[config.mk]
export PLATFORM = sky130hd
export DESIGN_NAME = quad_step_decoder
export DESIGN_NICKNAME = d
export VERILOG_FILES = /design/src/rtl/quad_step_decoder.sv
export SDC_FILE = /design/constraint.sdc
export NUM_CORES = 1
export LEC_CHECK = 0
export CORE_AREA = 10 10 47 49
export CTS_BUF_LIST = sky130_fd_sc_hd__clkbuf_4 sky130_fd_sc_hd__clkbuf_8
export DETAILED_ROUTE_END_ITERATION = 8
export DIE_AREA = 0 0 57 59
export HOLD_SLACK_MARGIN = 0.15
export MAX_ROUTING_LAYER = met4
export PLACE_DENSITY = 0.7
export SYNTH_ARGS = -nofsm -noshare
export SYNTH_HDL_FRONTEND = slang
export SYNTH_SLANG_ARGS = --single-unit
[constraint.sdc]
create_clock -name clk -period 2.4 [get_ports clk]
set_clock_uncertainty 0.15 [all_clocks]
set_input_delay 0.48 -clock clk [delete_from_list [all_inputs] [get_ports clk]]
set_output_delay 0.48 -clock clk [all_outputs]
set_load 0.05 [all_outputs]
[src/rtl/quad_step_decoder.sv]
// -----------------------------------------------------------------------------
// quad_step_decoder
//
// Quadrature front-end for an up/down position counter. Two asynchronous
// encoder phases (A/B) are synchronized, optionally glitch-filtered, and then
// decoded into a single-cycle step pulse plus a direction level.
//
// Build option:
//   QUAD_STEP_DECODER_FILTER_EN  defined   -> per-channel glitch filter built,
//                                             FILTER_LEN honoured, latency
//                                             FILTER_LEN+3 cycles.
//                                 undefined -> synchronized phases feed the
//                                             decoder directly, latency 3.
//
// Parameters:
//   FILTER_LEN  consecutive stable cycles before a phase change is accepted
//               (1..15, only meaningful with the filter built)
//
// Ports:
//   clk      in   single clock, rising edge
//   reset_n  in   asynchronous active-low reset
//   enable   in   1 = steps and error detection allowed; phase always tracks
//   a_in     in   encoder phase A (asynchronous)
//   b_in     in   encoder phase B (asynchronous)
//   err_clr  in   synchronous clear of the sticky error flag
//   step     out  one-cycle pulse per legal quadrature edge
//   up_down  out  direction of the latest step (1 = up, 0 = down)
//   err      out  sticky, set when both phases change in the same decode
//   phase    out  last accepted {A,B}
// -----------------------------------------------------------------------------
module quad_step_decoder #(
    parameter int FILTER_LEN = 3
) (
    input  logic       clk,
    input  logic       reset_n,
    input  logic       enable,
    input  logic       a_in,
    input  logic       b_in,
    input  logic       err_clr,
    output logic       step,
    output logic       up_down,
    output logic       err,
    output logic [1:0] phase
);

    // The filter counters are 4 bits wide, so the hold length must fit.
    if (FILTER_LEN < 1 || FILTER_LEN > 15) begin : g_bad_filter_len
        $error("quad_step_decoder: FILTER_LEN must be in 1..15");
    end

    typedef enum logic {
        S_INIT,
        S_RUN
    } state_t;

    typedef enum logic [1:0] {
        T_NONE,
        T_FWD,
        T_REV,
        T_DBL
    } trans_t;

    state_t     state;
    logic [1:0] init_cnt;
    logic [1:0] sync_p0;
    logic [1:0] sync_p1;
    logic [1:0] filt_val;
    trans_t     trans;

    // Forward order is 00 -> 01 -> 11 -> 10 -> 00; anything flipping both
    // bits at once cannot come from a real encoder and is flagged.
    function automatic trans_t classify(input logic [1:0] prev, input logic [1:0] cur);
        trans_t t;
        case ({prev, cur})
            4'b00_01, 4'b01_11, 4'b11_10, 4'b10_00: t = T_FWD;
            4'b00_10, 4'b10_11, 4'b11_01, 4'b01_00: t = T_REV;
            4'b00_11, 4'b11_00, 4'b01_10, 4'b10_01: t = T_DBL;
            default:                                t = T_NONE;
        endcase
        return t;
    endfunction

    // ---- stage p0/p1: two-flop synchronizer, {A,B} per bit ----
    always_ff @(posedge clk or negedge reset_n) begin
        if (!reset_n) begin
            sync_p0 <= 2'b00;
            sync_p1 <= 2'b00;
        end else begin
            sync_p0 <= {a_in, b_in};
            sync_p1 <= sync_p0;
        end
    end

`ifdef QUAD_STEP_DECODER_FILTER_EN
    localparam logic [3:0] FLEN = 4'(FILTER_LEN);

    logic [1:0] filt_q;
    logic [3:0] filt_cnt [2];

    // ---- stage p2: per-channel stability filter ----
    always_ff @(posedge clk or negedge reset_n) begin
        if (!reset_n) begin
            filt_q      <= 2'b00;
            filt_cnt[0] <= 4'd0;
            filt_cnt[1] <= 4'd0;
        end else if (state == S_INIT) begin
            // Bypassed while priming so the first RUN compare starts from
            // whatever level the encoder is actually sitting at.
            filt_q      <= sync_p1;
            filt_cnt[0] <= 4'd0;
            filt_cnt[1] <= 4'd0;
        end else begin
            for (int i = 0; i < 2; i++) begin
                if (sync_p1[i] != filt_q[i]) begin
                    // This cycle is the FILTER_LEN-th consecutive differing one.
                    if (filt_cnt[i] == FLEN - 4'd1) begin
                        filt_q[i]   <= sync_p1[i];
                        filt_cnt[i] <= 4'd0;
                    end else begin
                        filt_cnt[i] <= filt_cnt[i] + 4'd1;
                    end
                end else begin
                    filt_cnt[i] <= 4'd0;
                end
            end
        end
    end

    assign filt_val = (state == S_INIT) ? sync_p1 : filt_q;
`else
    assign filt_val = sync_p1;
`endif

    assign trans = classify(phase, filt_val);

    // ---- decode stage: priming FSM, step/direction and sticky error ----
    always_ff @(posedge clk or negedge reset_n) begin
        if (!reset_n) begin
            state    <= S_INIT;
            init_cnt <= 2'd0;
            phase    <= 2'b00;
            step     <= 1'b0;
            up_down  <= 1'b1;
            err      <= 1'b0;
        end else begin
            step  <= 1'b0;
            phase <= filt_val;
            case (state)
                S_INIT: begin
                    // Three priming cycles let the synchronizer fill before
                    // any comparison can produce a step or an error.
                    if (init_cnt == 2'd2) begin
                        state <= S_RUN;
                    end else begin
                        init_cnt <= init_cnt + 2'd1;
                    end
                end
                S_RUN: begin
                    if (enable) begin
                        if (trans == T_FWD) begin
                            step    <= 1'b1;
                            up_down <= 1'b1;
                        end else if (trans == T_REV) begin
                            step    <= 1'b1;
                            up_down <= 1'b0;
                        end
                    end
                end
                default: state <= S_INIT;
            endcase

            // A new error wins over a clear requested in the same cycle.
            if (state == S_RUN && trans == T_DBL && enable) begin
                err <= 1'b1;
            end else if (err_clr) begin
                err <= 1'b0;
            end
        end
    end

endmodule
==> impl_metrics.ini <==
[floorplan]
fp.dieW_um = 57
die-area_mm2 = 0.003363
rows = 14
die_y_um = 59
core_mm2 = 0.001401
start_util_pct = 35.36
num_io_pins = 11

[setup_path]
critPathMaxFanout = 2
crit_type = reg -> out
critPathMaxStageDelay_ns = 0.80
cp.required_ns = 1.77
startpoint_type = flip-flop
worst_path_max_delay_cell = clkdlybuf4s50_1
worstPathArrival_ns = 1.60
path_cells = clkdlybuf4s50_1
cp.depth = 1
cp-end-kind = primary output
crit_buf_inv = 1
crit_family = buffers and inverters
reg2reg_depth = 5

[placement]
place_congestion = 0.6500
portBuffers = 10
dp_hpwl_um = 642.5

[pwr]
netSwitchingPower_uw = 124.0
p_comb_share_pct = 20.0
leakagePower_uw = 0.0002833
ir_worst_vdd_mv = 0.4219
power_density_mw_per_mm2 = 740.2
pwr-share-clk_pct = 32.3
p_int_uw = 350.2
swShare_pct = 26.16
p_seq_share_pct = 47.7

[clock_network]
clk_pin_slew_ns = 0.07
h-tree-depth = 1
clk_latency_ns = 0.26
clk_path_buf_depth = 2
cts_hold_buf = 0
cts_tree = built
cts-root-buf = clkbuf_4
cts_setup_buffers = 0
numCtsBuffers = 3
post_cts_resize_count = 0
clkSinkCount = 12

[timing]
setup_violations = 0
relSlewSlack_pct = 66.28
hold_viol = 0
tightest_slew_ns = 0.5042
slew_viol_final = 0
min_period_over_period_pct = 92.72
tns_ns = 0
max_clock_freq_mhz = 449.4
layout_min_cycle_time_ns = 2.225
rsz0062_at_grt = false

[flow_run]
maxCapViolations = 0

[synthesis]
syn_inst = 37
ys_types = 21
syn-num-nets = 46
yosysSeqAreaShare_pct = 60.86
syn_avg_cell_area_um2 = 13.39
yosysWarnings = 0
syn_area_um2 = 495.5
synth_seq_cells = 12

[cells_and_area]
antenna_cells = 0
drive_above_1_share_pct = 20.00
layout.nets = 60
syn2layout_area_growth_pct = 29.29
fin_util_pct = 45.71

[route]
wirelength_um = 760
num_vias = 300
drtPass1Iterations = 4
wl_per_cell_um = 11.52
initialDrtViolationCount = 1
ant_nets = 0
drcViolationCount = 0
viasPerCell = 4.545

[worst_hold_path]
holdPathStages = 0
hp-class = reg -> reg

[global_route]
grt_pass1_wl_um = 1317
antenna_found_initial = 0
grt_pass1_vias = 335
grt_max_degree = 13
grt_overflow = 0
grt_use_total_pct = 5.110

[run_status]
status = finished clean
==> power groups by stage <==
stage | Clock (uW) | Sequential, uW | Combinational (uW)
after floorplan | 0 | 265 | 23.8
after global placement | 0 | 229 | 95.1
after detailed placement | 0 | 230 | 96.9
after CTS | 161 | 226 | 97.2
after global routing | 171 | 228 | 101
final | 153 | 226 | 94.9
==> cell usage in the layout, fill, tap and decap left out, types with 2 or more instances in the layout <==
| cell | count |
|---|---|
| clkdlybuf4s50_1 | 10 |
| nor2_1 | 2 |
| nor2b_1 | 2 |
| o21ai_0 | 2 |
| inv_1 | 2 |
| clkbuf_4 | 3 |
| ha_1 | 3 |
| dfrtp_1 | 11 |
==> layer usage <==
layer	vias to the layer above	wire length [um]	GRT usage (%)	share of wire, %
met5	-	0	-	0
met4	0	0	4.027	0
met3	0	22	1.288	2.9
met2	5	432	9.147	57
met1	146	305	4.501	40
li1	149	-	-	-
==> cell usage after synthesis <==
| cell | number | share of area [%] |
|---|---|---|
| a21o_1 | 1 | 1.5 |
| and3_4 | 1 | 2.3 |
| buf_6 | 1 | 2.3 |
| dfrtp_1 | 11 | 56 |
| dfstp_2 | 1 | 5.3 |
| ha_1 | 3 | 7.6 |
| inv_1 | 2 | 1.5 |
| mux2_4 | 1 | 3.0 |
| nand2_1 | 1 | 0.76 |
| nand2_2 | 1 | 1.3 |
| nand3_1 | 1 | 1.0 |
| nand3b_1 | 1 | 1.5 |
| nor2_1 | 2 | 1.5 |
| nor2b_1 | 2 | 2.5 |
| o21a_1 | 1 | 1.5 |
| o21ai_0 | 2 | 2.0 |
| o21ai_1 | 1 | 1.0 |
| o21ai_2 | 1 | 1.8 |
| o31ai_1 | 1 | 1.5 |
| or2_1 | 1 | 1.3 |
| xnor2_2 | 1 | 3.3 |
==> state kept, by name, summed over array words and instances, names as in the netlist <==
register / count
filt_val: 2
init_cnt: 2
phase: 2
sync_p0: 2
err: 1
state: 1
step: 1
up_down: 1
==> logic make-up after synthesis <==
logic type | count (synthesis) | share of synthesized area, %
DFF | 12 | 60.86
xor gates and xnor gates | 1 | 3.284
and+or+nand+nor | 10 | 12.12
muxes | 1 | 3.029
adders and majority gates | 3 | 7.577
AOI/OAI and AO/OA | 7 | 9.345
buffers and inverters | 3 | 3.788
==> final timing paths <==
| check | startpoint | end | slack [ns] |
|---|---|---|---|
| max | up_down | up_down | 0.17 |
| min | sync_p0[1] | filt_val[1] | 0.20 |
| max reg2reg | filt_val[1] | up_down | 0.52 |
| min reg2reg | sync_p0[1] | filt_val[1] | 0.20 |
| max in group asynchronous | reset_n | up_down | 1.35 |
| min in group asynchronous | reset_n | init_cnt[1] | 0.40 |
==> metrics by stage <==
| step | hold WS (ns) | total power (uW) | setup WS, ns | instance area [um2] | instances |
|---|---|---|---|---|---|
| 3_3_place_gp | 0.1816 | 324.4 | 0.4667 | 604.3 | 62 |
| 4_1_cts | 0.2032 | 484.4 | 0.1522 | 640.6 | 66 |
| 2_1_floorplan | 0.03441 | 289.2 | 0.3953 | 495.5 | 37 |
| 6_report | 0.1994 | 474.2 | 0.1747 | 640.6 | 66 |
| 3_5_place_dp | 0.1864 | 327.1 | 0.4545 | 604.3 | 62 |
| 5_1_grt | 0.2149 | 500.1 | 0.1404 | 640.6 | 66 |
==> layout make-up <==
type                    instances  area [um2]
fillers                       139       760.7
flip-flops and latches         12       301.5
multi-input cells              22       175.2
repair buffers                 10       100.1
clock buffers                   4       36.28
well taps                      16       20.02
inverters                       2       7.507
Note: power is estimated with default switching activity, not from simulation.
